File: src/rtl/lcd_ctrl_if.sv
// Signal bundle between the LSU LCD output register and the LCD write engine.
// The master drives the request word. The slave (the engine) returns the LCD bus and its status.
interface lcd_ctrl_if;
   logic [31:0] i_lcd_word;
   logic        o_lcd_on;
   logic        o_lcd_en;
   logic        o_lcd_rs;
   logic        o_lcd_rw;
   logic [7:0]  o_lcd_data;
   logic        o_busy;
   logic        o_ack_tgl;
   logic        o_overrun;

   modport master (
      output i_lcd_word,
      input  o_lcd_on, o_lcd_en, o_lcd_rs, o_lcd_rw, o_lcd_data,
      input  o_busy, o_ack_tgl, o_overrun
   );

   modport slave (
      input  i_lcd_word,
      output o_lcd_on, o_lcd_en, o_lcd_rs, o_lcd_rw, o_lcd_data,
      output o_busy, o_ack_tgl, o_overrun
   );
endinterface

File: src/rtl/lcd_ctrl.sv
// HD44780-style character-LCD write engine driven by a toggle-request register.
// A request runs through setup, enable pulse, hold and execution wait, with one pending slot.
module lcd_ctrl #(
   parameter int SETUP_CYC   = 2,
   parameter int EN_HIGH_CYC = 12,
   parameter int HOLD_CYC    = 2,
   parameter int EXEC_CYC    = 2000,
   parameter int CLEAR_CYC   = 82000
) (
   input  logic      i_clk,
   input  logic      i_reset,
   lcd_ctrl_if.slave lcd
);

   function automatic int max_of(input int a, input int b);
      return (a > b) ? a : b;
   endfunction

   localparam int MAX_CYC = max_of(max_of(max_of(SETUP_CYC, EN_HIGH_CYC),
                                          max_of(HOLD_CYC, EXEC_CYC)), CLEAR_CYC);
   localparam int CW = $clog2(MAX_CYC) + 1;

   localparam logic [CW-1:0] SETUP_LEN = CW'(SETUP_CYC);
   localparam logic [CW-1:0] EN_LEN    = CW'(EN_HIGH_CYC);
   localparam logic [CW-1:0] HOLD_LEN  = CW'(HOLD_CYC);
   localparam logic [CW-1:0] EXEC_LEN  = CW'(EXEC_CYC);
   localparam logic [CW-1:0] CLEAR_LEN = CW'(CLEAR_CYC);
   localparam logic [CW-1:0] CNT_ONE   = CW'(1);

   typedef enum logic [2:0] {
      ST_IDLE,
      ST_SETUP,
      ST_PULSE,
      ST_HOLD,
      ST_WAIT
   } state_t;

   state_t        state_q, state_d;
   logic [CW-1:0] cnt_q, cnt_d;
   logic          tgl_q;
   logic          pend_valid_q, pend_valid_d;
   logic          pend_rs_q, pend_rs_d;
   logic [7:0]    pend_data_q, pend_data_d;
   logic          rs_q, rs_d;
   logic [7:0]    data_q, data_d;
   logic          ack_q, ack_d;
   logic          ovr_q, ovr_d;
   logic          en_q;
   logic          busy_q;
   logic          on_q;

   logic          req;
   logic          req_rs;
   logic [7:0]    req_data;
   logic          last_cycle;
   logic          wait_done;
   logic          cur_is_clear;
   logic          unused_word_bits;

   assign req          = lcd.i_lcd_word[30] ^ tgl_q;
   assign req_rs       = lcd.i_lcd_word[9];
   assign req_data     = lcd.i_lcd_word[7:0];
   assign last_cycle   = (cnt_q == CNT_ONE);
   assign wait_done    = (state_q == ST_WAIT) && last_cycle;
   assign cur_is_clear = !rs_q && ((data_q == 8'h01) || (data_q == 8'h02));

   assign unused_word_bits = ^{lcd.i_lcd_word[29:10], lcd.i_lcd_word[8]};

   // Next-state logic. The pending slot and the end-of-wait handover are resolved after the
   // plain state progression, so that a request arriving on the last WAIT edge is never lost.
   always_comb begin
      state_d      = state_q;
      cnt_d        = cnt_q - CNT_ONE;
      pend_valid_d = pend_valid_q;
      pend_rs_d    = pend_rs_q;
      pend_data_d  = pend_data_q;
      rs_d         = rs_q;
      data_d       = data_q;
      ack_d        = ack_q;
      ovr_d        = ovr_q;

      case (state_q)
         ST_IDLE: begin
            cnt_d = '0;
            if (req) begin
               state_d = ST_SETUP;
               cnt_d   = SETUP_LEN;
               rs_d    = req_rs;
               data_d  = req_data;
            end
         end
         ST_SETUP: begin
            if (last_cycle) begin
               state_d = ST_PULSE;
               cnt_d   = EN_LEN;
            end
         end
         ST_PULSE: begin
            if (last_cycle) begin
               state_d = ST_HOLD;
               cnt_d   = HOLD_LEN;
            end
         end
         ST_HOLD: begin
            if (last_cycle) begin
               state_d = ST_WAIT;
               cnt_d   = cur_is_clear ? CLEAR_LEN : EXEC_LEN;
            end
         end
         ST_WAIT: begin
         end
         default: begin
            state_d = ST_IDLE;
            cnt_d   = '0;
         end
      endcase

      if (wait_done) begin
         ack_d = ~ack_q;
         if (pend_valid_q) begin
            state_d      = ST_SETUP;
            cnt_d        = SETUP_LEN;
            rs_d         = pend_rs_q;
            data_d       = pend_data_q;
            pend_valid_d = req;
            if (req) begin
               pend_rs_d   = req_rs;
               pend_data_d = req_data;
            end
         end else if (req) begin
            state_d = ST_SETUP;
            cnt_d   = SETUP_LEN;
            rs_d    = req_rs;
            data_d  = req_data;
         end else begin
            state_d = ST_IDLE;
            cnt_d   = '0;
         end
      end else if (req && (state_q != ST_IDLE)) begin
         if (pend_valid_q) begin
            ovr_d = 1'b1;
         end else begin
            pend_valid_d = 1'b1;
            pend_rs_d    = req_rs;
            pend_data_d  = req_data;
         end
      end
   end

   // EN and busy are registered from the next-state values so every output comes from a flop.
   // tgl_q follows bit 30 every cycle. When bit 30 matches tgl_q the load changes nothing;
   // when it differs, that edge accepts the request.
   always_ff @(posedge i_clk or negedge i_reset) begin
      if (!i_reset) begin
         state_q      <= ST_IDLE;
         cnt_q        <= '0;
         tgl_q        <= 1'b0;
         pend_valid_q <= 1'b0;
         pend_rs_q    <= 1'b0;
         pend_data_q  <= 8'h00;
         rs_q         <= 1'b0;
         data_q       <= 8'h00;
         ack_q        <= 1'b0;
         ovr_q        <= 1'b0;
         en_q         <= 1'b0;
         busy_q       <= 1'b0;
         on_q         <= 1'b0;
      end else begin
         state_q      <= state_d;
         cnt_q        <= cnt_d;
         tgl_q        <= lcd.i_lcd_word[30];
         pend_valid_q <= pend_valid_d;
         pend_rs_q    <= pend_rs_d;
         pend_data_q  <= pend_data_d;
         rs_q         <= rs_d;
         data_q       <= data_d;
         ack_q        <= ack_d;
         ovr_q        <= ovr_d;
         en_q         <= (state_d == ST_PULSE);
         busy_q       <= (state_d != ST_IDLE) || pend_valid_d;
         on_q         <= lcd.i_lcd_word[31];
      end
   end

   assign lcd.o_lcd_on   = on_q;
   assign lcd.o_lcd_en   = en_q;
   assign lcd.o_lcd_rs   = rs_q;
   assign lcd.o_lcd_rw   = 1'b0;
   assign lcd.o_lcd_data = data_q;
   assign lcd.o_busy     = busy_q;
   assign lcd.o_ack_tgl  = ack_q;
   assign lcd.o_overrun  = ovr_q;

endmodule

File: src/flat_wrapper.sv
// flat-port wrapper written by rule: the top's interface ports become plain ports
module lcd_ctrl_flat 
#(
   parameter int SETUP_CYC   = 2,
   parameter int EN_HIGH_CYC = 12,
   parameter int HOLD_CYC    = 2,
   parameter int EXEC_CYC    = 2000,
   parameter int CLEAR_CYC   = 82000
)
  (i_clk, i_reset, lcd_i_lcd_word, lcd_o_lcd_on, lcd_o_lcd_en, lcd_o_lcd_rs, lcd_o_lcd_rw, lcd_o_lcd_data, lcd_o_busy, lcd_o_ack_tgl, lcd_o_overrun);
  lcd_ctrl_if lcd_i ();
  input  logic i_clk;
  input  logic i_reset;
  input wire logic [$bits(lcd_i.i_lcd_word)-1:0] lcd_i_lcd_word;
  output wire logic [$bits(lcd_i.o_lcd_on)-1:0] lcd_o_lcd_on;
  output wire logic [$bits(lcd_i.o_lcd_en)-1:0] lcd_o_lcd_en;
  output wire logic [$bits(lcd_i.o_lcd_rs)-1:0] lcd_o_lcd_rs;
  output wire logic [$bits(lcd_i.o_lcd_rw)-1:0] lcd_o_lcd_rw;
  output wire logic [$bits(lcd_i.o_lcd_data)-1:0] lcd_o_lcd_data;
  output wire logic [$bits(lcd_i.o_busy)-1:0] lcd_o_busy;
  output wire logic [$bits(lcd_i.o_ack_tgl)-1:0] lcd_o_ack_tgl;
  output wire logic [$bits(lcd_i.o_overrun)-1:0] lcd_o_overrun;
  assign lcd_i.i_lcd_word = lcd_i_lcd_word;
  assign lcd_o_lcd_on = lcd_i.o_lcd_on;
  assign lcd_o_lcd_en = lcd_i.o_lcd_en;
  assign lcd_o_lcd_rs = lcd_i.o_lcd_rs;
  assign lcd_o_lcd_rw = lcd_i.o_lcd_rw;
  assign lcd_o_lcd_data = lcd_i.o_lcd_data;
  assign lcd_o_busy = lcd_i.o_busy;
  assign lcd_o_ack_tgl = lcd_i.o_ack_tgl;
  assign lcd_o_overrun = lcd_i.o_overrun;
  lcd_ctrl #(.SETUP_CYC(SETUP_CYC), .EN_HIGH_CYC(EN_HIGH_CYC), .HOLD_CYC(HOLD_CYC), .EXEC_CYC(EXEC_CYC), .CLEAR_CYC(CLEAR_CYC)) u_core (.i_clk(i_clk), .i_reset(i_reset), .lcd(lcd_i));
endmodule
File: config.mk
export PLATFORM = sky130hd
export DESIGN_NAME = lcd_ctrl_flat
export DESIGN_NICKNAME = d
export VERILOG_FILES = /design/src/rtl/lcd_ctrl_if.sv /design/src/rtl/lcd_ctrl.sv /design/src/flat_wrapper.sv
export SDC_FILE = /design/constraint.sdc
export NUM_CORES = 1
export LEC_CHECK = 0
export BUFFER_PORTS_ARGS = -buffer_cell sky130_fd_sc_hd__buf_2
export CORE_MARGIN = 2
export CORE_UTILIZATION = 55
export CTS_CLUSTER_DIAMETER = 40
export DETAILED_ROUTE_END_ITERATION = 10
export PLACE_DENSITY = 0.92
export SKIP_CTS_REPAIR_TIMING = 1
export SYNTH_ARGS = -nofsm -noshare
export SYNTH_HDL_FRONTEND = slang
export SYNTH_SLANG_ARGS = --single-unit
export TNS_END_PERCENT = 50
File: constraint.sdc
create_clock -name i_clk -period 3.1 [get_ports i_clk]
set_clock_uncertainty 0.15 [all_clocks]
set_input_delay 0.62 -clock i_clk [delete_from_list [all_inputs] [get_ports i_clk]]
set_output_delay 0.62 -clock i_clk [all_outputs]
set_load 0.05 [all_outputs]
==> flow_summary.ini, run 1 <==
[placement]
io_buffers = 26
dp_hpwl_um = 3950
preCtsSetupSlack_ns = 0.303
gp_congestion = 0.823
place_inst = 339

[timing]
worstMarginPinSlew_ns = 1.17
hold_viol_final = 0
finalSetupTns_ns = 0
rsz0062_at_grt = false
setup_viol = 0
fin_crit_ns = 2.69
fmax_ghz = 0.371
max-slew-margin-rel = 0.214
period_share = 0.869
drv_slew = 0
fin_ws_ns = 0.406

[setup_path]
r2r_slack_ns = 0.41
critPathCaptureType = register
worstSetupPathType = reg2reg
reg2reg_to = u_core.pend_data_q[1]
r2r_cells = 5
crit_chain = nor4_2 > and3_4 > nand2_2 > a311oi_4 > mux2_2
critPathSlowestCell = a311oi_4
worst_r2r_startpoint = u_core.cnt_q[10]
crit_fanout = 14
critPathMaxStageDelay_ns = 0.59
cp.arrival_ns = 2.73
worst_setup_path_start_kind = register
cp_top_family = simple AND/OR/NAND/NOR gates
cp_data_required_time_ns = 3.13
crit_buf_inv = 0

[global_route]
grt_max_degree = 47
overflow = 0
grt_pass1_wl_um = 9490
grt_pass1_vias = 2097
grt_usage = 0.236
antenna_found_initial = 0

[die]
ios = 49
std_cell_rows = 24
start_util = 0.572
die-area_um2 = 5120
fp.coreArea_um2 = 4380
die_h_um = 71.5
die_w_um = 71.5

[clock_network]
clk_pin_slew_ns = 0.08
cts_tree = done
clock_latency_ns = 0.30
cts_buffers = 5
cts-root-buf = clkbuf_8
clkSinkCount = 46
htreeDepth = 2
cts_buffer_depth = 2

[detailed_routing]
post-route-drc-count = 0
drt_pass1_iterations = 4
ant_nets = 0
drt_iter0_drc = 137
wl_um = 5600
route.vias.total = 2117
wl_per_cell_um = 16.2
drt-vias-per-instance = 6.14

[logic_synthesis]
async_flop_share = 1.00
ys_types = 48
ys_seq_area_frac = 0.459
ys.warnings.count = 0
ys_seq_elements = 46
synth_edf_count = 0
syn_nets = 303
syn_inst = 267
netlist_area_um2 = 2510
ys.flop_type = dfrtp_1
avgSynthCellArea_um2 = 9.40

[hold_path]
hold_path_depth = 1
hold_path.startpoint = lcd_i_lcd_word[31]
hold_end = u_core.lcd.o_lcd_on
min_path_type = in2reg

[layout]
fin_nets = 330
areaGrowthSynthToFinish_pct = 11.1
layout.cells.non_filler = 345
drive_gt1_frac = 0.195
fin_util = 0.636
diodes = 0

[power]
p_leak_nw = 1.11
ir_worst_vdd_uv = 382
powerDensity_nw_per_um2 = 539

[status]
outcome = complete, no violations

[flow_run]
drv_cap = 0
## worst reg2reg max path: stages, from the launching register on
cell and delay (ns):
dfrtp_1 0.41, nor4_2 0.52, and3_4 0.39, nand2_2 0.11
a311oi_4 0.59, mux2_2 0.41
## through the flow
stage	area (um2)	hold WS, ns	total power (W)
after CTS	2790	0.273	0.00151
after global placement	2700	0.303	0.00112
final	2790	0.275	0.00150
after floorplan	2510	0.174	0.00105
after global routing	2790	0.265	0.00158
after detailed placement	2700	0.316	0.00115
## per-layer routing
| layer | track usage | up-vias | part of all wire |
|---|---|---|---|
| met5 | 0 | - | 0 |
| met2 | 0.389 | 78 | 0.50 |
| met3 | 0.0506 | 11 | 0.054 |
| met4 | 0.0964 | 0 | 0.020 |
| met1 | 0.304 | 1008 | 0.43 |
| li1 | - | 1020 | - |
## layout by cell type (no fill, tap or decap), drive strengths merged, types with 3 or more instances in the layout
cell	n
a21oi	19
and2	3
buf	35
clkbuf	6
dfrtp	46
inv	5
mux2	9
mux2i	4
nand2	31
nand3	8
nand4	3
nor2	26
nor3	6
nor4	12
o211ai	8
o21ai	15
o22ai	4
o32a	3
or3	3
or4	3
xnor2	12
xor2	5
## cells in the mapped netlist (3+ instances only)
cell      count  share of area
mux2i_1       4          0.016
nor2_1       26          0.039
mux2_2        9          0.040
o32a_1        3          0.012
xnor2_1      12          0.042
inv_1         5         0.0075
a21oi_1      19          0.038
o21ai_0      14          0.028
or3_1         3         0.0075
nor4_1       10          0.025
nand3_1       8          0.016
o211ai_1      8          0.024
o22ai_1       4          0.010
xor2_1        5          0.017
nand2_1      30          0.045
and2_1        3         0.0075
nand4_1       3         0.0075
or4_1         3         0.0090
nor3_1        6          0.012
clkbuf_1     12          0.018
dfrtp_1      46           0.46
## logic make-up after synthesis
kind of cell,synth area share
fa+ha+maj,0.00997
buf+inv,0.0344
other cells,0.00149
flops,0.459
simple gates,0.207
mux,0.0564
xor+xnor,0.0594
compound gates,0.172
## layout make-up
cell class / instances / area (um2)
Sequential cell: 46 / 1150
Timing Repair Buffer: 35 / 198
Clock buffer: 6 / 82.6
Fill cell: 356 / 1600
Tap cell: 52 / 65.1
Multi-Input combinational cell: 201 / 1270
Inverter: 5 / 18.8
## how the worst max path moves through the flow
stage	startpoint	to	slack (ns)	cells after the start
after floorplan	lcd_i_lcd_word[30]	u_core.pend_data_q[0]	0.74	4
after global placement	lcd_i_lcd_word[30]	register	0.38	6
after detailed placement	lcd_i_lcd_word[30]	register	0.30	6
after CTS	u_core.cnt_q[10]	u_core.pend_data_q[1]	0.40	5
after global routing	u_core.cnt_q[10]	u_core.pend_data_q[3]	0.31	5
final	u_core.cnt_q[10]	u_core.pend_data_q[1]	0.41	5
## report_power, final
group | leakage [nW] | total [W] | internal (W) | switching [W]
clock | 0.0431 | 0.000361 | 0.000172 | 0.000189
sequential | 0.529 | 0.000823 | 0.000699 | 0.000124
combinational | 0.537 | 0.000318 | 0.000148 | 0.000170
total | 1.11 | 0.00150 | 0.00102 | 0.000483
Power figures use the tool's default switching activity.
==> inputs of run 2 (changes only) <==
- PLACE_DENSITY: 0.92 -> 0.8
- clock period: 3.1 -> 2.6 ns (I/O delays scaled with it)
==> flow_summary.ini, run 2 (same netlist as run 1, synthesis figures left out) <==
[power]
power.net_switching_w = 0.000585
comb_power_share = 0.227
powerDensity_nw_per_um2 = 626
ir_worst_vdd_uv = 385
clkPwrFrac = 0.232
p_leak_nw = 1.16
p_total_w = 0.00180
p_int_w = 0.00121
power_frac_seq = 0.541
switching_share = 0.326

[global_route]
grt_max_degree = 28
grt_usage = 0.251
antenna_found_initial = 0
overflow = 0
grt_pass1_wl_um = 10000
grt_pass1_vias = 2186

[layout]
diodes = 0
layout_common_cells = dfrtp_1 (46), nand2_1 (30), nor2_1 (26), buf_2 (26), a21oi_1 (19)
areaGrowthSynthToFinish_pct = 14.3
fill_cells = 368
drive_gt1_frac = 0.217
fin_nets = 340
final_common_cell = dfrtp_1
layout.cells.non_filler = 356
fin_util = 0.654

[clock_network]
cts-root-buf = clkbuf_8
cts_buffer_depth = 2
clkSinkCount = 46
cts_tree = done
htreeDepth = 2
cts_buffers = 5
clock_latency_ns = 0.30
clk_pin_slew_ns = 0.08

[setup_path]
cp_top_family = simple AND/OR/NAND/NOR gates
worst_setup_path_start_kind = register
reg2reg_to = u_core.pend_data_q[2]
crit_chain = inv_1 > ha_1 > nor4b_1 > buf_4 > nand2_1 > nor3_1 > a311oi_4 > buf_12 > mux2_2
critPathMaxStageDelay_ns = 0.41
r2r_slack_ns = 0.15
cp_data_required_time_ns = 2.64
critPathSlowestCell = dfrtp_1
cp.arrival_ns = 2.49
worstSetupPathType = reg2reg
critPathCaptureType = register
r2r_cells = 9
crit_buf_inv = 3
worst_r2r_startpoint = u_core.cnt_q[1]
crit_fanout = 9
path_depth = 9

[timing]
fin_ws_ns = 0.148
period_share = 0.943
hold_viol_final = 0
fmax_ghz = 0.408
worstMarginPinSlew_ns = 0.667
setup_viol = 0
fin_crit_ns = 2.45
max-slew-margin-rel = 0.551
rsz0062_at_grt = false
drv_slew = 0
finalSetupTns_ns = 0

[detailed_routing]
drt_pass1_iterations = 5
wl_per_cell_um = 16.8
drt-vias-per-instance = 6.25
drt_iter0_drc = 126
route.vias.total = 2226
post-route-drc-count = 0
wl_um = 5980
ant_nets = 0

[placement]
place_inst = 348
io_buffers = 26
gp_congestion = 0.857
dp_hpwl_um = 4280
preCtsSetupSlack_ns = -0.000483

[status]
outcome = complete, no violations

[die]
die_h_um = 71.5
start_util = 0.572
fp.coreArea_um2 = 4380
die_w_um = 71.5
die-area_um2 = 5120
ios = 49
std_cell_rows = 24

[hold_path]
min_path_type = in2async

[flow_run]
drv_cap = 0
[run 2: cell count changes in the layout (fill, tap and decap cells not counted)]
cell,previous run,this run
buf_12,0,1
buf_4,9,18
clkbuf_1,0,2
clkbuf_8,6,5
[run 2: final cells by class]
class | count | area (um2) | area share
repair buffers | 45 | 285 | 0.0995
inverters | 5 | 18.8 | 0.00654
multi-input cells | 201 | 1270 | 0.443
flip-flops and latches | 46 | 1150 | 0.401
well taps | 52 | 65.1 | 0.0227
clock buffers | 7 | 76.3 | 0.0266
[run 2: layer usage]
layer  share of wire  global-route usage  routed length, um  up-vias
met4           0.016               0.105                 95        0
met2            0.51               0.428               3050       82
met3           0.044              0.0436                266        9
met5               0                   0                  0        -
met1            0.43               0.316               2570     1098
li1                -                   -                  -     1037
[run 2: stage by stage]
stage               hold slack [ns]  area (um2)
finish                       0.0693        2870
global route                  0.125        2870
CTS                          0.0966        2850
detailed placement            0.311        2770
global placement              0.300        2770
floorplan                    0.0744        2510
[run 2: power groups by stage]
| stage | logic, W | registers (W) | clock network (W) |
|---|---|---|---|
| 4_1_cts | 0.000408 | 0.000968 | 0.000423 |
| 2_1_floorplan | 0.000278 | 0.000977 | 0 |
| 3_5_place_dp | 0.000405 | 0.000982 | 0 |
| 3_3_place_gp | 0.000383 | 0.000971 | 0 |
| 6_report | 0.000408 | 0.000971 | 0.000417 |
| 5_1_grt | 0.000457 | 0.000991 | 0.000454 |
[run 2: worst max-delay path by stage]
stage	endpoint	start	slack, ns
floorplan	u_core.pend_data_q[0]	u_core.cnt_q[1]	0.28
global placement	u_core.pend_data_q[2]	u_core.cnt_q[1]	0.11
detailed placement	u_core.pend_data_q[4]	u_core.cnt_q[1]	-0.0005
CTS	u_core.pend_data_q[6]	u_core.cnt_q[1]	-0.02
global route	u_core.pend_data_q[2]	u_core.cnt_q[1]	0.002
finish	u_core.pend_data_q[2]	u_core.cnt_q[1]	0.15
[run 2: worst reg2reg max path, cell delays in order (launching register included)]
cell,delay [ns]
dfrtp_1,0.41
inv_1,0.09
ha_1,0.13
nor4b_1,0.39
buf_4,0.20
nand2_1,0.12
nor3_1,0.36
a311oi_4,0.07
buf_12,0.17
mux2_2,0.27
